$ cat config.mk
export PLATFORM = sky130hd
export DESIGN_NAME = adder_tree_l0_sched
export DESIGN_NICKNAME = d
export VERILOG_FILES = /design/src/rtl/adder_tree_l0_sched_pkg.sv /design/src/rtl/adder_tree_l0_sched_l0_valid_pipe.sv /design/src/rtl/adder_tree_l0_sched.sv
export SDC_FILE = /design/constraint.sdc
export NUM_CORES = 1
export LEC_CHECK = 0
export CAP_MARGIN = 20
export CORE_MARGIN = 1
export CORE_UTILIZATION = 50
export CTS_CLUSTER_SIZE = 24
export DETAILED_ROUTE_END_ITERATION = 16
export GPL_ROUTABILITY_DRIVEN = 1
export PLACE_DENSITY = 0.82
export SETUP_SLACK_MARGIN = 0.02
export SYNTH_ARGS = -nofsm -noshare
export SYNTH_HDL_FRONTEND = slang
export SYNTH_SLANG_ARGS = --single-unit
$ cat constraint.sdc
create_clock -name clk -period 3.4 [get_ports clk]
set_input_delay 0.68 -clock clk [delete_from_list [all_inputs] [get_ports clk]]
set_output_delay 0.68 -clock clk [all_outputs]
set_load 0.01 [all_outputs]
$ cat src/rtl/adder_tree_l0_sched_pkg.sv
// Shared definitions for the level-0 multiplier chunk scheduler.
package adder_tree_l0_sched_pkg;

  typedef enum logic [1:0] {
    SCHED_IDLE  = 2'd0,
    SCHED_ISSUE = 2'd1,
    SCHED_DRAIN = 2'd2,
    SCHED_DONE  = 2'd3
  } sched_state_e;

  // Each chunk is 16 lanes x INT16 = 256-bit operand per side.
  localparam int L0_LANES     = 16;
  localparam int L0_ELEM_W    = 16;
  localparam int L0_OPERAND_W = L0_LANES * L0_ELEM_W;

endpackage

$ cat src/rtl/adder_tree_l0_sched_l0_valid_pipe.sv
// Fixed-depth shift line for {valid, last} tracking reads through the SRAM + L0 register.
// Latency DEPTH cycles; no backpressure, clear flushes every stage.
module l0_valid_pipe #(
  parameter int DEPTH = 2,
  parameter int WIDTH = 2
) (
  input  logic             clk,
  input  logic             reset,
  input  logic             clear,
  input  logic [WIDTH-1:0] din,
  output logic [WIDTH-1:0] dout
);

  logic [WIDTH-1:0] stage [DEPTH];

  always_ff @(posedge clk) begin
    if (!reset || clear) begin
      for (int i = 0; i < DEPTH; i++) stage[i] <= '0;
    end else begin
      stage[0] <= din;
      for (int i = 1; i < DEPTH; i++) stage[i] <= stage[i-1];
    end
  end

  assign dout = stage[DEPTH-1];

endmodule

$ cat src/rtl/adder_tree_l0_sched.sv
// Chunk scheduler: issues A/B operand reads per job, tags the last chunk, tracks downstream credits.
// mul_valid lags rd_en by PIPE_LAT cycles; issue stalls while the credit counter is zero.
module adder_tree_l0_sched
  import adder_tree_l0_sched_pkg::*;
#(
  parameter int ADDR_W   = 10,
  parameter int LEN_W    = 10,
  parameter int CREDITS  = 4,
  parameter int PIPE_LAT = 2
) (
  input  logic              clk,
  input  logic              reset,
  input  logic              start,
  input  logic [LEN_W-1:0]  vec_len,
  input  logic [ADDR_W-1:0] base_a,
  input  logic [ADDR_W-1:0] base_b,
  input  logic              clear,
  input  logic              credit_ret,
  output logic              rd_en,
  output logic [ADDR_W-1:0] rd_addr_a,
  output logic [ADDR_W-1:0] rd_addr_b,
  output logic              mul_valid,
  output logic              mul_last,
  output logic              busy,
  output logic              done,
  output logic              cred_err
);

  localparam int CW = $clog2(CREDITS + 1);
  localparam logic [CW-1:0] CRED_MAX = CW'(CREDITS);

  sched_state_e      state, state_nxt;
  logic [LEN_W-1:0]  cnt, len_q;
  logic [ADDR_W-1:0] base_a_q, base_b_q;
  logic [CW-1:0]     credit_cnt;
  logic              cred_err_q;
  logic              issue, last_tag;
  logic [1:0]        pipe_out;

  assign issue    = (state == SCHED_ISSUE) && (credit_cnt != '0);
  assign last_tag = issue && (cnt == len_q - LEN_W'(1));

  always_comb begin
    state_nxt = state;
    case (state)
      SCHED_IDLE:  if (start) state_nxt = (vec_len != '0) ? SCHED_ISSUE : SCHED_DONE;
      SCHED_ISSUE: if (last_tag) state_nxt = SCHED_DRAIN;
      SCHED_DRAIN: if (mul_last) state_nxt = SCHED_DONE;
      SCHED_DONE:  state_nxt = SCHED_IDLE;
      default:     state_nxt = SCHED_IDLE;
    endcase
    if (clear) state_nxt = SCHED_IDLE;
  end

  always_ff @(posedge clk) begin
    if (!reset) state <= SCHED_IDLE;
    else        state <= state_nxt;
  end

  always_ff @(posedge clk) begin
    if (!reset) begin
      cnt      <= '0;
      len_q    <= '0;
      base_a_q <= '0;
      base_b_q <= '0;
    end else if (clear) begin
      cnt <= '0;
    end else if (state == SCHED_IDLE && start) begin
      cnt      <= '0;
      len_q    <= vec_len;
      base_a_q <= base_a;
      base_b_q <= base_b;
    end else if (issue) begin
      cnt <= cnt + LEN_W'(1);
    end
  end

  // Downstream flushes its buffer on clear, so all credits come back at once.
  always_ff @(posedge clk) begin
    if (!reset) begin
      credit_cnt <= CRED_MAX;
      cred_err_q <= 1'b0;
    end else begin
      if (clear)
        credit_cnt <= CRED_MAX;
      else if (issue && !credit_ret)
        credit_cnt <= credit_cnt - CW'(1);
      else if (!issue && credit_ret && credit_cnt != CRED_MAX)
        credit_cnt <= credit_cnt + CW'(1);
      if (credit_ret && !issue && credit_cnt == CRED_MAX)
        cred_err_q <= 1'b1;
    end
  end

  l0_valid_pipe #(
    .DEPTH(PIPE_LAT),
    .WIDTH(2)
  ) u_valid_pipe (
    .clk  (clk),
    .reset(reset),
    .clear(clear),
    .din  ({issue, last_tag}),
    .dout (pipe_out)
  );

  assign rd_en     = issue;
  assign rd_addr_a = issue ? base_a_q + ADDR_W'(cnt) : '0;
  assign rd_addr_b = issue ? base_b_q + ADDR_W'(cnt) : '0;
  assign mul_valid = pipe_out[1];
  assign mul_last  = pipe_out[1] & pipe_out[0];
  assign busy      = (state == SCHED_ISSUE) || (state == SCHED_DRAIN);
  assign done      = (state == SCHED_DONE);
  assign cred_err  = cred_err_q;

endmodule

## Word level (Yosys, flattened, before mapping)

Memories as Yosys holds them, arrays and structs flattened.
Index checks and enable logic that the tools add are counted.

| operators by class | value |
|---|---|
| bitwise logic cells | 5 |
| shift-type cells | 0 |
| reduce and logical (&&, ||, !) cells | 20 |
| add/subtract/negate cells | 6 |
| div/mod/pow operators | 0 |
| $mul | 0 |
| mux-type cells | 14 |
| eq/ne operators | 9 |
| order comparisons | 0 |

Operator list:

| kind | count |
|---|---|
| 10-bit adder | 2 |
| 10-bit 2-to-1 mux | 2 |
| 2-bit 2-to-1 mux | 6 |
| 10-bit by 1-bit adder with 10-bit output, second input constant | 1 |
| 10-bit equality test | 1 |
| 10-bit nonzero test | 1 |
| 10-bit by 1-bit subtractor with 10-bit output, second input constant | 1 |
| 2-bit case mux with 4 select lines | 1 |
| 1-bit logical AND | 7 |
| 3-bit 2-to-1 mux | 2 |
| 2-bit != test, second input constant | 3 |
| 2-bit equality test, second input constant | 2 |
| 3-bit by 1-bit adder with 3-bit output, second input constant | 1 |
| 3-bit equality test, second input constant | 1 |
| 1-bit logical NOT | 3 |
| 1-bit 2-to-1 mux | 3 |
| 3-bit != test, second input constant | 1 |
| 3-bit AND reduction | 1 |
| 3-bit nonzero test | 1 |
| 3-bit OR reduction | 1 |
| 3-bit by 1-bit subtractor with 3-bit output, second input constant | 1 |
| 2-bit by 1-bit equality test with 1-bit output, second input constant | 1 |
| 2-bit logical NOT | 1 |
| 1-bit logical OR | 2 |
| 6 further kinds | 8 |

| storage, ports and cells | value |
|---|---|
| logic and storage cells | 62 |
| memories kept | 1 |
| ROM bits | 0 |
| latch bits | 0 |
| RAM bits | 4 |
| output and inout bits | 26 |
| register bits after elaboration | 46 |

Memory list:

| memory | depth | width | rd ports | clocked after memory_dff | write ports | RTL line | RTL |
|---|---|---|---|---|---|---|---|
| u_valid_pipe.stage | 2 | 2 | 2 | 0 | 2 | adder_tree_l0_sched_l0_valid_pipe.sv:14 | `logic [WIDTH-1:0] stage [DEPTH];` |

## Depth between registers and ports, before layout

| logic depth | value |
|---|---|
| depth after elaboration | 7 |
| depth in mapped cells | 11 |
| depth with buffers taken out | 9 |

## Hierarchy

From an unflattened synthesis, not the netlist that was laid out.

| unflattened totals | value |
|---|---|
| cell total of the unflattened synthesis | 411 |
| area total of the unflattened synthesis | 3339.5 um^2 |

Modules (own cells, without submodules):

| module | instances | area each (um^2) | cells an instance |
|---|---|---|---|
| adder_tree_l0_sched | 1 | 3209.3 | 401 |
| l0_valid_pipe | 1 | 130.1 | 10 |

## Worst setup path after synthesis

No wires, ideal clock.

| timing | value |
|---|---|
| kind | flip-flop to output port |
| start | register cnt[1] |
| end | output rd_addr_a[9] |
| arrival time | 2.073 ns |
| cell stages (with the launch flop) | 8 |
| data required time | 2.720 ns |
| path slack | 0.647 ns |
| cells stage by stage | dfxtp_1 > ha_1 > a21o_1 > a21oi_1 > o21bai_1 > a2111oi_0 > nor4_1 > nor3_1 |

| on the way | value |
|---|---|
| cells in the longest elaborated chain, start to end | 2 |

Ends and longest elaborated chain:

| item | RTL line | RTL |
|---|---|---|
| start: declaration | adder_tree_l0_sched.sv:33 | `logic [LEN_W-1:0] cnt, len_q;` |
| start signal: assignment | adder_tree_l0_sched.sv:74 | `cnt <= cnt + LEN_W'(1);` |
| 10-bit adder | adder_tree_l0_sched.sv:107 | `assign rd_addr_a = issue ? base_a_q + ADDR_W'(cnt) : '0;` |
| 10-bit 2-to-1 mux | adder_tree_l0_sched.sv:107 |  |
| end: declaration | adder_tree_l0_sched.sv:20 | `output logic [ADDR_W-1:0] rd_addr_a,` |

No other way between the ends.

## Worst setup path after layout

| timing | value |
|---|---|
| start | register cnt[0] |
| end | output rd_addr_b[8] |

| on the way | value |
|---|---|
| cells in the longest elaborated chain, start to end | 2 |

Ends and longest elaborated chain:

| item | RTL line | RTL |
|---|---|---|
| 10-bit adder | adder_tree_l0_sched.sv:108 | `assign rd_addr_b = issue ? base_b_q + ADDR_W'(cnt) : '0;` |
| 10-bit 2-to-1 mux | adder_tree_l0_sched.sv:108 |  |
| end: declaration | adder_tree_l0_sched.sv:21 | `output logic [ADDR_W-1:0] rd_addr_b,` |

No other way between the ends.

==> results_tabular.tex <==
\begin{tabular}{lr}
\hline
Metric & Value \\
\hline
\multicolumn{2}{l}{\textbf{Critical path}} \\
Signal arrival time at the worst endpoint & 2550 ps \\
Kind of end point of the critical path & primary output \\
Required time at the worst-slack endpoint & 2720 ps \\
Type of the setup path with the least slack & reg2out \\
Largest fanout on the critical path & 6 \\
Critical path launch point type & flop \\
\multicolumn{2}{l}{\textbf{CTS}} \\
CTS tree & built \\
Total number of H-tree levels & 2 \\
Clock buffer count from CTS & 5 \\
Sink Count & 50 \\
Maximum clock path buffer count & 2 \\
Worst skew pair latency & 310 ps \\
Master cell of the clock root buffer & clkbuf\_8 \\
Number of setup buffers added after CTS & 0 \\
Clock-pin slew on the worst setup and hold paths & 90 ps \\
\multicolumn{2}{l}{\textbf{Layout}} \\
Relative area change from synthesis to final layout & 27.1\% \\
Most frequent cells in the layout & 72 x nand2\_1, 52 x clkdlybuf4s50\_1, 46 x dfxtp\_1, 31 x a21boi\_0, 29 x nor2\_1 \\
Ant diodes & 0 \\
Total of fill cells in the finished design & 523 \\
Share of cells above drive strength 1 & 9.48\% \\
Most common library cell in the layout ignoring fill and taps & nand2\_1 \\
Final net count & 526 \\
Final Util & 66.0\% \\
\multicolumn{2}{l}{\textbf{Route}} \\
Remaining antenna violation count after routing & 0 \\
Initial DRC count & 167 \\
Vias/cell & 5.67 \\
Total wirelength of the detailed-routed design & 8250 um \\
Residual DRC & 0 \\
Total iterations of the first detailed-routing run & 5 \\
Routed length per placed instance & 15.3 um \\
Via Count & 3065 \\
\multicolumn{2}{l}{\textbf{Logic synthesis}} \\
Number of cells produced by synthesis & 403 \\
Yosys warns & 0 \\
FFs w/ async S/R, synth & 0\% \\
Post-synthesis net count & 466 \\
Yosys top cell area share & 30.4\% \\
Count of state elements after synthesis & 50 \\
Synth Flop Type & dfxtp\_1 \\
Fraction of the mapped netlist area in compound gates & 19.2\% \\
Main area contributors after synthesis & dfxtp\_1 30\%, ha\_1 9.5\%, nand2\_1 8.2\% \\
Largest family of logic cells by synthesized area & simple AND/OR/NAND/NOR gates \\
Number of unique standard cell types used by synthesis & 51 \\
Synthesized area per cell & 8.18 um2 \\
Area share of xor/xnor cells in the synthesized design & 10.3\% \\
Cell area after synthesis & 0.00330 mm2 \\
Adder and majority gate portion of the synthesized area & 11.3\% \\
Simple logic cell fraction of the synthesized area & 24.3\% \\
Sequential area share after synthesis & 30.4\% \\
Dominant cell type by area after synthesis & dfxtp\_1 \\
Portion of netlist area occupied by mux cells & 0.911\% \\
EDFF count, synth & 0 \\
\multicolumn{2}{l}{\textbf{Timing}} \\
Slew of the pin with the lowest slew margin & 586 ps \\
Tmin final & 3230 ps \\
Setup TNS Final & 0 ps \\
Number of slew-limit violations in the final report & 0 \\
Normalized max-slew margin & 60.9\% \\
RSZ-0062 raised after global routing & no \\
Hold Vio Cnt, Final & 0 \\
Fmax achieved & 310 MHz \\
Fraction of the cycle the final worst path needs & 94.9\% \\
Layout Skew & 8.70 ps \\
Final setup violation count & 0 \\
\multicolumn{2}{l}{\textbf{Global route}} \\
Aggregate global routing overflow & 0 \\
Number of antenna violations at the first check in global routing & 0 \\
Global-route wire length before repair & 13900 um \\
Maximum number of pins on one net before global-route repair & 34 \\
Overall routing resource usage & 24.5\% \\
Via count of the first global-routing pass & 3063 \\
\multicolumn{2}{l}{\textbf{Pwr}} \\
Power density over cell area & 297 mW/mm2 \\
Leakage power total & 1.79 nW \\
Maximum vdd drop & 186 uV \\
\multicolumn{2}{l}{\textbf{Floorplan}} \\
Std-Cell Rows & 29 \\
Core Box Area & 0.00635 mm2 \\
IO Count & 61 \\
DIE HEIGHT & 83.2 um \\
Die X-Extent & 83.2 um \\
Starting density of the core & 51.9\% \\
Full die area & 0.00692 mm2 \\
\multicolumn{2}{l}{\textbf{Placed design}} \\
Routability congestion estimate from global placement & 0.866 \\
Post-detail-place hpwl & 6050 um \\
PortBufs & 60 \\
\multicolumn{2}{l}{\textbf{Flow run}} \\
Max capacitance violation total & 0 \\
\multicolumn{2}{l}{\textbf{Min path}} \\
Path category of the worst min-delay check & reg2reg \\
\multicolumn{2}{l}{\textbf{Status}} \\
Status & complete, no violations \\
\hline
\end{tabular}
-- cells in the mapped netlist (5+ instances only) --
cell      number
a21oi_1        9
or2_2          5
nor2_1        30
clkbuf_1      14
xor2_1        10
nor2b_1        5
a21boi_0      31
and2_1         7
nor3_1        12
xnor2_1       27
nand3_1        6
o21ai_0        6
ha_1          25
inv_1         15
dfxtp_1       50
nor4_1         6
a21o_1         9
nand2_1       72
-- path summary, 6_finish.rpt --
path | end | cells past startpoint | startpoint | slack (ps)
worst min-delay path | u_valid_pipe.stage[0][3]$_SDFF_PP0_ | 1 | u_valid_pipe.stage[0][1]$_SDFF_PP0_ | 450
worst min register to register | u_valid_pipe.stage[0][3]$_SDFF_PP0_ | 1 | u_valid_pipe.stage[0][1]$_SDFF_PP0_ | 450
worst max-delay path | rd_addr_b[8] | 9 | cnt[0]$_SDFFE_PP0P_ | 170
worst max register to register | state[0]$_SDFFE_PP0P_ | 9 | state[1]$_SDFFE_PP0P_ | 650
-- state kept, by name, summed over array words and instances (netlist names) --
register / cells
cnt: 10
base_a_q: 10
credit_cnt: 3
base_b_q: 10
cred_err: 1
u_valid_pipe.stage: 4
len_q: 10
state: 2
-- critical path, cell delays in order (launching register included) --
cell	delay [ps]
dfxtp_2	370
ha_1	240
fa_1	420
a21o_1	190
a21oi_2	170
o21ba_2	150
o21ai_0	110
nand3_1	110
nor3b_1	190
dlygate4sd2_1	290
-- routing by layer --
layer	wire, um	track usage [%]	vias up
met5	0	0	-
met3	308	5.07	13
li1	-	-	1515
met1	3710	29.4	1467
met4	195	11.6	0
met2	4040	41.7	70
-- layout make-up --
cell class	instances	area, um2	area share (%)
flip-flops and latches	50	1010	24.0
repair buffers	69	682	16.3
clock inverters	2	12.5	0.299
well taps	77	96.3	2.30
clock buffers	6	82.6	1.97
multi-input cells	322	2250	53.8
inverters	15	56.3	1.34
-- power by group --
group          switching, W  internal, W
Combinational      0.000124     0.000127
Sequential        0.0000199     0.000607
Clock              0.000204     0.000164
-- kinds of logic after synthesis --
family	after synthesis
AND/OR/NAND/NOR	167
AO/OA/AOI/OAI	86
flip-flops	50
XOR/XNOR	38
buffers and inverters	31
adder cells (fa/ha/maj)	28
multiplexers	3
-- per-stage QoR --
| step | setup WS, ps | hold WS (ps) | instances | instance area, um2 | power [W] |
|---|---|---|---|---|---|
| 6_report | 174 | 445 | 541 | 4190 | 0.00125 |
| 3_5_place_dp | 77.6 | 427 | 533 | 4010 | 0.000886 |
| 2_1_floorplan | 647 | 406 | 403 | 3300 | 0.000792 |
| 4_1_cts | 23.1 | 447 | 541 | 4120 | 0.00125 |
| 3_3_place_gp | 194 | 418 | 533 | 4010 | 0.000880 |
| 5_1_grt | 45.2 | 459 | 541 | 4190 | 0.00130 |
-- what timing repair did --
action / in CTS / in global routing
cloned: 0 / 0
setup endpoints to repair: 7 / 8
hold buffers: 0 / 0
gates resized for setup: 10 / 18
pin swaps: 2 / 1
Note: power is estimated with default switching activity, not from simulation.
